**src/rtl/bram_uart_dump_if.sv**
```systemverilog
// rtl/bram_uart_dump_if.sv - request, BRAM read port and UART line bundle for bram_uart_dump
interface bram_uart_dump_if;
  logic       dump_start;
  logic [9:0] bram_rd_addr;
  logic [7:0] bram_rd_data;
  logic       uart_tx;
  logic       busy;
  logic       done;

  modport master (
    output dump_start,
    output bram_rd_data,
    input  bram_rd_addr,
    input  uart_tx,
    input  busy,
    input  done
  );

  modport slave (
    input  dump_start,
    input  bram_rd_data,
    output bram_rd_addr,
    output uart_tx,
    output busy,
    output done
  );
endinterface

```
**src/rtl/bram_uart_dump.sv**
```systemverilog
// rtl/bram_uart_dump.sv - sequential BRAM readback onto a UART 8N1 line
// Optional trailing checksum frame: define DUMP_CHECKSUM_EN.
module bram_uart_dump #(
  parameter int CLK_FREQ  = 32'd50_000_000,
  parameter int BAUD      = 115200,
  parameter int IMG_BYTES = 1024
) (
  input  logic             clk,
  input  logic             rst,
  bram_uart_dump_if.slave  bus
);
  localparam int CPB = CLK_FREQ / BAUD;
  localparam int BW  = (CPB > 1) ? $clog2(CPB) : 1;
  localparam logic [10:0] LAST_IDX = 11'(IMG_BYTES - 1);
  localparam logic [BW-1:0] BAUD_LAST = BW'(CPB - 1);

  typedef enum logic [2:0] {
    IDLE, ADDR, WAIT, START, DATA, STOP,
`ifdef DUMP_CHECKSUM_EN
    CSUM,
`endif
    FIN
  } state_t;

  state_t        state;
  logic [BW-1:0] baud_cnt;
  logic [2:0]    bit_cnt;
  logic [10:0]   index;
  logic [7:0]    shift;
  logic          tx;
  logic          busy_r;
  logic          done_r;
`ifdef DUMP_CHECKSUM_EN
  logic [7:0]    sum;
  logic          in_csum;
`endif

  wire baud_end = (baud_cnt == BAUD_LAST);

  always_ff @(posedge clk) begin
    if (rst) begin
      state    <= IDLE;
      baud_cnt <= '0;
      bit_cnt  <= '0;
      index    <= '0;
      shift    <= '0;
      tx       <= 1'b1;
      busy_r   <= 1'b0;
      done_r   <= 1'b0;
`ifdef DUMP_CHECKSUM_EN
      sum      <= '0;
      in_csum  <= 1'b0;
`endif
    end else begin
      done_r <= 1'b0;
      case (state)
        IDLE: begin
          if (bus.dump_start) begin
            index  <= '0;
            busy_r <= 1'b1;
            state  <= ADDR;
`ifdef DUMP_CHECKSUM_EN
            sum     <= '0;
            in_csum <= 1'b0;
`endif
          end
        end
        ADDR: state <= WAIT;
        WAIT: begin
          shift    <= bus.bram_rd_data;
          tx       <= 1'b0;
          baud_cnt <= '0;
          state    <= START;
`ifdef DUMP_CHECKSUM_EN
          sum <= sum + bus.bram_rd_data;
`endif
        end
        START: begin
          if (baud_end) begin
            baud_cnt <= '0;
            bit_cnt  <= '0;
            tx       <= shift[0];
            state    <= DATA;
          end else begin
            baud_cnt <= baud_cnt + 1'b1;
          end
        end
        DATA: begin
          if (baud_end) begin
            baud_cnt <= '0;
            if (bit_cnt == 3'd7) begin
              tx    <= 1'b1;
              state <= STOP;
            end else begin
              bit_cnt <= bit_cnt + 3'd1;
              shift   <= {1'b0, shift[7:1]};
              tx      <= shift[1];
            end
          end else begin
            baud_cnt <= baud_cnt + 1'b1;
          end
        end
        STOP: begin
          if (baud_end) begin
            baud_cnt <= '0;
`ifdef DUMP_CHECKSUM_EN
            if (in_csum) begin
              busy_r <= 1'b0;
              done_r <= 1'b1;
              state  <= FIN;
            end else if (index < LAST_IDX) begin
              index <= index + 11'd1;
              state <= ADDR;
            end else begin
              state <= CSUM;
            end
`else
            if (index < LAST_IDX) begin
              index <= index + 11'd1;
              state <= ADDR;
            end else begin
              busy_r <= 1'b0;
              done_r <= 1'b1;
              state  <= FIN;
            end
`endif
          end else begin
            baud_cnt <= baud_cnt + 1'b1;
          end
        end
`ifdef DUMP_CHECKSUM_EN
        // Two idle cycles stand in for ADDR/WAIT so the gap matches data frames.
        CSUM: begin
          if (baud_cnt == BW'(1)) begin
            baud_cnt <= '0;
            shift    <= sum;
            tx       <= 1'b0;
            in_csum  <= 1'b1;
            state    <= START;
          end else begin
            baud_cnt <= baud_cnt + 1'b1;
          end
        end
`endif
        FIN:     state <= IDLE;
        default: state <= IDLE;
      endcase
    end
  end

  assign bus.bram_rd_addr = index[9:0];
  assign bus.uart_tx      = tx;
  assign bus.busy         = busy_r;
  assign bus.done         = done_r;
endmodule

```
**src/flat_wrapper.sv**
```systemverilog
// flat-port wrapper written by rule: the top's interface ports become plain ports
module bram_uart_dump_flat 
#(
  parameter int CLK_FREQ  = 32'd50_000_000,
  parameter int BAUD      = 115200,
  parameter int IMG_BYTES = 1024
)
  (clk, rst, bus_dump_start, bus_bram_rd_data, bus_bram_rd_addr, bus_uart_tx, bus_busy, bus_done);
  bram_uart_dump_if bus_i ();
  input  logic clk;
  input  logic rst;
  input wire logic [$bits(bus_i.dump_start)-1:0] bus_dump_start;
  input wire logic [$bits(bus_i.bram_rd_data)-1:0] bus_bram_rd_data;
  output wire logic [$bits(bus_i.bram_rd_addr)-1:0] bus_bram_rd_addr;
  output wire logic [$bits(bus_i.uart_tx)-1:0] bus_uart_tx;
  output wire logic [$bits(bus_i.busy)-1:0] bus_busy;
  output wire logic [$bits(bus_i.done)-1:0] bus_done;
  assign bus_i.dump_start = bus_dump_start;
  assign bus_i.bram_rd_data = bus_bram_rd_data;
  assign bus_bram_rd_addr = bus_i.bram_rd_addr;
  assign bus_uart_tx = bus_i.uart_tx;
  assign bus_busy = bus_i.busy;
  assign bus_done = bus_i.done;
  bram_uart_dump #(.CLK_FREQ(CLK_FREQ), .BAUD(BAUD), .IMG_BYTES(IMG_BYTES)) u_core (.clk(clk), .rst(rst), .bus(bus_i));
endmodule
```
**config.mk**
```make
export PLATFORM = sky130hd
export DESIGN_NAME = bram_uart_dump_flat
export DESIGN_NICKNAME = d
export VERILOG_FILES = /design/src/rtl/bram_uart_dump_if.sv /design/src/rtl/bram_uart_dump.sv /design/src/flat_wrapper.sv
export SDC_FILE = /design/constraint.sdc
export NUM_CORES = 1
export LEC_CHECK = 0
export BUFFER_PORTS_ARGS = -buffer_cell sky130_fd_sc_hd__clkbuf_2
export CAP_MARGIN = 20
export CORE_MARGIN = 5
export CORE_UTILIZATION = 24
export CTS_CLUSTER_DIAMETER = 200
export CTS_CLUSTER_SIZE = 28
export DETAILED_ROUTE_END_ITERATION = 8
export SETUP_SLACK_MARGIN = 0.15
export SYNTH_ARGS = -nofsm -noshare
export SYNTH_HDL_FRONTEND = slang
export SYNTH_SLANG_ARGS = --single-unit
```
**constraint.sdc**
```tcl
create_clock -name clk -period 2.1 [get_ports clk]
set_clock_uncertainty 0.05 [all_clocks]
set_input_delay 0.21 -clock clk [delete_from_list [all_inputs] [get_ports clk]]
set_output_delay 0.21 -clock clk [all_outputs]
set_load 0.02 [all_outputs]
```
# After elaboration in Yosys (flattened, before gate mapping)
# Index checks and enable logic that the tools add are counted.
word_totals:
  elab_cells: 72
  register_bits: 37
op_classes:
  n_addsub: 3
  n_reduce_logical: 14
  bitwise: 2
  mux: 29
  n_eq_ne: 15
  magnitude_cmp: 1
ops:
  columns: ["op", "count"]
  rows:
  - ["2-to-1 mux 11 bit", 3]
  - ["2-to-1 mux 3 bit", 9]
  - ["one-hot mux 11 bit (2 select lines)", 1]
  - ["one-hot mux 3 bit (6 select lines)", 1]
  - ["one-hot mux 9 bit (2 select lines)", 1]
  - ["2-to-1 mux 8 bit", 2]
  - ["one-hot mux 8 bit (2 select lines)", 1]
  - ["AND reduction 4 bit", 3]
  - ["adder 11 x 1 -> 11 bit (second input constant)", 1]
  - ["< comparator 11 x 10 -> 1 bit (second input constant)", 1]
  - ["!= test 2 x 1 -> 1 bit (second input constant)", 5]
  - ["adder 9 x 1 -> 9 bit (second input constant)", 1]
  - ["equality test 3 bit (second input constant)", 3]
  - ["equality test 9 bit (second input constant)", 1]
  - ["2-to-1 mux 9 bit", 1]
  - ["nonzero test 2 bit", 4]
  - ["2-to-1 mux 1 bit", 7]
  - ["equality test 3 x 2 -> 1 bit (second input constant)", 2]
  - ["!= test 2 bit (second input constant)", 3]
  - ["one-hot mux 3 bit (2 select lines)", 1]
  - ["AND reduction 3 bit", 2]
  - ["OR reduction 3 bit", 2]
  - ["AND reduction 5 bit", 1]
  - ["adder 3 x 1 -> 3 bit (second input constant)", 1]
  - ["6 further kinds", 7]

# Depth between registers and ports, before layout
depth:
  depth_word: 4
  ltp_mapped: 8

# Worst setup path before layout
# Ideal clock, no wire load.
synth_timing:
  kind: "register to register"
  from: "reg u_core.baud_cnt[0]"
  to: "reg u_core.busy_r, in the netlist u_core.bus.busy"
  setup_slack_ps: 199
  arrival_ps: 1723
  stages_incl_launch_ff: 8
  n_path_buf: 1
  path_cell_list: "dfxtp_1 -> ha_1 -> nand4b_4 -> or2_2 -> clkbuf_1 -> or3_1 -> a21oi_1 -> nor2_1"
synth_between:
  elab_chain_cells: 3
synth_rtl:
  columns: ["element", "line", "rtl"]
  rows:
  - ["from (decl)", "bram_uart_dump.sv:26", "logic [BW-1:0] baud_cnt;"]
  - ["from (signal assigned)", "bram_uart_dump.sv:85", "baud_cnt <= baud_cnt + 1'b1;"]
  - ["from (signal assigned)", "bram_uart_dump.sv:100", "baud_cnt <= baud_cnt + 1'b1;"]
  - ["from (signal assigned)", "bram_uart_dump.sv:128", "baud_cnt <= baud_cnt + 1'b1;"]
  - ["equality test 9 bit", "bram_uart_dump.sv:38", "wire baud_end = (baud_cnt == BAUD_LAST);"]
  - ["!= test 2 x 1 -> 1 bit (no line)", null, null]
  - ["AND reduction 4 bit (no line)", null, null]
  - ["to (signal assigned)", "bram_uart_dump.sv:48", "busy_r <= 1'b0;"]
  - ["to (signal assigned)", "bram_uart_dump.sv:60", "busy_r <= 1'b1;"]
  - ["to (signal assigned)", "bram_uart_dump.sv:122", "busy_r <= 1'b0;"]
  - ["to (decl)", "bram_uart_dump.sv:31", "logic busy_r;"]
# Every way passes these cells.
# A chain may end at the register's enable or synchronous reset.

# Worst setup path after layout
layout_timing:
  from: "reg u_core.state[2]"
  to: "reg u_core.index[6]"
layout_between:
  elab_chain_cells: 3
  elab_cells_between_ends: 8
  cone_classes: "4 x eq/ne; 1 x mux; 3 x reduce/logical"
layout_rtl:
  columns: ["element", "line", "rtl"]
  rows:
  - ["from (decl)", "bram_uart_dump.sv:25", "state_t state;"]
  - ["from (signal assigned)", "bram_uart_dump.sv:42", "state <= IDLE;"]
  - ["from (signal assigned)", "bram_uart_dump.sv:61", "state <= ADDR;"]
  - ["from (signal assigned)", "bram_uart_dump.sv:68", "ADDR: state <= WAIT;"]
  - ["equality test 3 bit / logical NOT 3 bit (equally long branches)", "bram_uart_dump.sv:56", "case (state)"]
  - ["!= test 2 x 1 -> 1 bit (no line), or another cell as far along", null, null]
  - ["AND reduction 4 bit (no line)", null, null]
  - ["to (signal assigned)", "bram_uart_dump.sv:119", "index <= index + 11'd1;"]
  - ["to (decl)", "bram_uart_dump.sv:28", "logic [10:0] index;"]
# Several ways; a longest one is shown, not always the timed one.

==> metrics.txt <==
status=finished clean; Critical Path Sink Type=flip-flop; top_reg_cell synth=dfxtp_1; layout cells sized above 1=0.244; CTS clk-pin slew, worst paths=0.08 ns; Placeable Area=0.00826 mm2; DRC=0; busiest grt layer=met2; die height=102 um; clock latency on the worst-skew pair=0.29 ns; total grt overflow=0; largest net degree at the start of global routing=30; CTS Buf Count=5; Multi-input gate area=0.00116 mm2; hpwl dp=3090 um; FFs w/ async S/R, synth=0; GR Util met2=0.138; Routed WL per cell=12.2 um; CP Max Fanout=11; worst ir drop on vdd=0.279 mV; Tcrit/Tclk final=0.887; P&R area growth vs syn=16.8%; final hold vios=0; RePlAce Congestion=0.738; vias in the first global route=1,591; register area share after synthesis=0.362; Die W=102 um; grt met1 use=0.115; area leader, netlist=dfxtp_1; Slew @ Worst Pin=0.480 ns; critical path class=reg -> reg; die area=0.0105 mm2; sum of negative setup slack=0 ns; Post-Syn Nets=254; Max Slew Vio Count=0; Clock Tree Buf Depth=2; fill count=886; Slew headroom=0.679; CTS tree=built; YS warnings=0; count of cells along the worst hold path=3; aggregate global-route resource usage=0.0865; vias per inst=4.74; initial antenna violation count=0; share of the synthesized area in the top cell type=0.362; layout net count=273; fin cells=363; syn_area_per_cell=8.61 um2; Worst setup SP type=flip-flop; r2r worst-path depth=5; area occupied by registers=744 um2; via count=1,720; cell area power density=646 mW/mm2; TritonRoute pass-1 iters=5; post-route core utilization=0.290; placed cells=349; WP data required=2.28 ns; hold crit path type=in -> reg; Syn Std Cell Area=0.00205 mm2; Initial Utilization=0.248; Min-Delay Endpoint=u_core.shift[7]$_SDFFE_PP0P_; Total Wirelength=4420 um; CTS Root Cell=clkbuf_8; worst hold path startpoint=bus_bram_rd_data[7]; Synth cell types=53; Tot Pwr=1540 uW; reg2reg start=u_core.state[2]$_SDFFE_PP0P_; H-tree Lvls=2; Worst R2R End=u_core.index[6]$_SDFFE_PP0P_; Final Setup Violations=0; Antenna Cells=0; row count=33; Ports=24; met3 usage=0.0273; FMAX=537 MHz; Post-synth EDFFs=0; leading post-synthesis cells by cell area=dfxtp_1 (36%), nor2_1 (7.5%), buf_4 (4.0%); P_leak=0.000979 uW; total of max-cap violations=0; first-pass GRT wire length=7350 um; register bit total from synthesis=37; crit path launch=u_core.state[2]$_SDFFE_PP0P_; clock sink total=37; flop2flop setup slack=0.24 ns; Gate Count Post-Synth=238; Final ANT Viol Nets=0; Worst EP arrival=2.05 ns; port bufs=23; DR iter-0 viols=73; RSZ-0062 raised after global routing=no; crit path time final=1.86 ns
worst max path at each step:
| stage | slack (ns) | to | depth (start not counted) |
|---|---|---|---|
| 3_5_place_dp | 0.10 | u_core.index[6]$_SDFFE_PP0P_ | 6 |
| 3_3_place_gp | 0.17 | u_core.shift[5]$_SDFFE_PP0P_ | 5 |
| 2_1_floorplan | 0.20 | u_core.bus.busy$_SDFFE_PP0P_ | 7 |
| 5_1_grt | 0.15 | u_core.index[8]$_SDFFE_PP0P_ | 7 |
| 6_report | 0.24 | u_core.index[6]$_SDFFE_PP0P_ | 5 |
| 4_1_cts | 0.17 | u_core.bit_cnt[2]$_SDFFE_PP0P_ | 6 |
report_power, final:
| group | leakage [uW] | total, uW | internal (uW) | switching (uW) |
|---|---|---|---|---|
| sequential | 0.000301 | 746 | 726 | 20.1 |
| combinational | 0.000623 | 169 | 79.6 | 89.8 |
| clock | 0.0000543 | 629 | 356 | 274 |
| total | 0.000979 | 1540 | 1160 | 384 |
cells in the final DEF (no fill, tap or decap), drive strengths merged, types with 2 or more instances in the layout:
master | synthesis | final
a21oi | 15 | 15
a2bb2oi | 2 | 2
a311oi | 9 | 9
a31oi | 4 | 4
a41oi | 3 | 3
and2 | 4 | 4
and3 | 6 | 6
buf | 15 | 14
clkbuf | 10 | 28
dfxtp | 37 | 37
ha | 5 | 5
mux2i | 3 | 3
nand2 | 21 | 21
nand2b | 2 | 2
nand3 | 6 | 6
nor2 | 41 | 41
nor2b | 2 | 2
nor3 | 4 | 4
nor3b | 4 | 4
o2111ai | 3 | 3
o211a | 2 | 2
o211ai | 2 | 2
o21ai | 9 | 9
or2 | 2 | 2
or2b | 2 | 2
or3 | 3 | 3
xor2 | 4 | 4
synth_stat cells, drive strengths merged (2+ instances only):
cell type and number:
nand2 21, and3 6, nor3b 4, buf 15
and2 4, nand3 6, or2b 2, o2111ai 3
a41oi 3, or3 3, ha 5, nor2b 2
clkbuf 10, o211a 2, xor2 4, nor2 41
dfxtp 37, nand2b 2, a311oi 9, a21oi 15
o21ai 9, or2 2, a31oi 4, mux2i 3
o211ai 2, a2bb2oi 2, nor3 4
routing by layer:
metal	routed length (um)	vias up	part of all wire
li1	-	883	-
met1	2150	790	0.49
met2	2020	47	0.46
met3	257	0	0.058
met4	0	0	0
met5	0	-	0
critical path, cell delays in order, from the launching register on:
cell	delay (ns)
dfxtp_2	0.37
or4b_1	0.59
o31ai_4	0.11
o21ai_4	0.13
or4_1	0.48
nand2_1	0.07
state kept, by name (all words and copies together) (netlist names):
name / count
u_core.index: 11
u_core.bus.done: 1
u_core.bit_cnt: 3
u_core.baud_cnt: 9
u_core.bus.busy: 1
u_core.bus.uart_tx: 1
u_core.state: 3
u_core.shift: 8
kinds of logic (layout without fill, tap and decap cells):
group | after synthesis | count (layout) | synth area share
and+or+nand+nor | 107 | 107 | 0.282
AOI/OAI and AO/OA | 55 | 55 | 0.214
DFF | 37 | 37 | 0.362
buffers and inverters | 26 | 46 | 0.0757
adders and majority gates | 5 | 5 | 0.0305
xor gates and xnor gates | 5 | 5 | 0.0214
muxes | 3 | 3 | 0.0147
layout make-up:
class / instances / share of cell area
repair buffers: 37 / 0.0973
inverters: 1 / 0.00157
well taps: 105 / 0.0549
multi-input cells: 175 / 0.487
flip-flops and latches: 37 / 0.311
clock inverters: 3 / 0.0194
clock buffers: 5 / 0.0288
through the flow:
step	instance area [um2]	setup WS, ns	hold slack [ns]
after floorplan	2050	0.199	0.296
final	2390	0.237	0.103
after global placement	2200	0.166	0.401
after detailed placement	2200	0.102	0.413
after CTS	2370	0.166	0.0968
after global routing	2390	0.151	0.103
repair_timing:
action | 4_1_cts | 5_1_grt
setup buffers | 4 | 2
setup endpoints to repair | 8 | 13
pin swaps | 1 | 1
resized for setup | 2 | 5
hold buffers | 0 | 0
No activity file was read; power rests on OpenSTA's default activity.
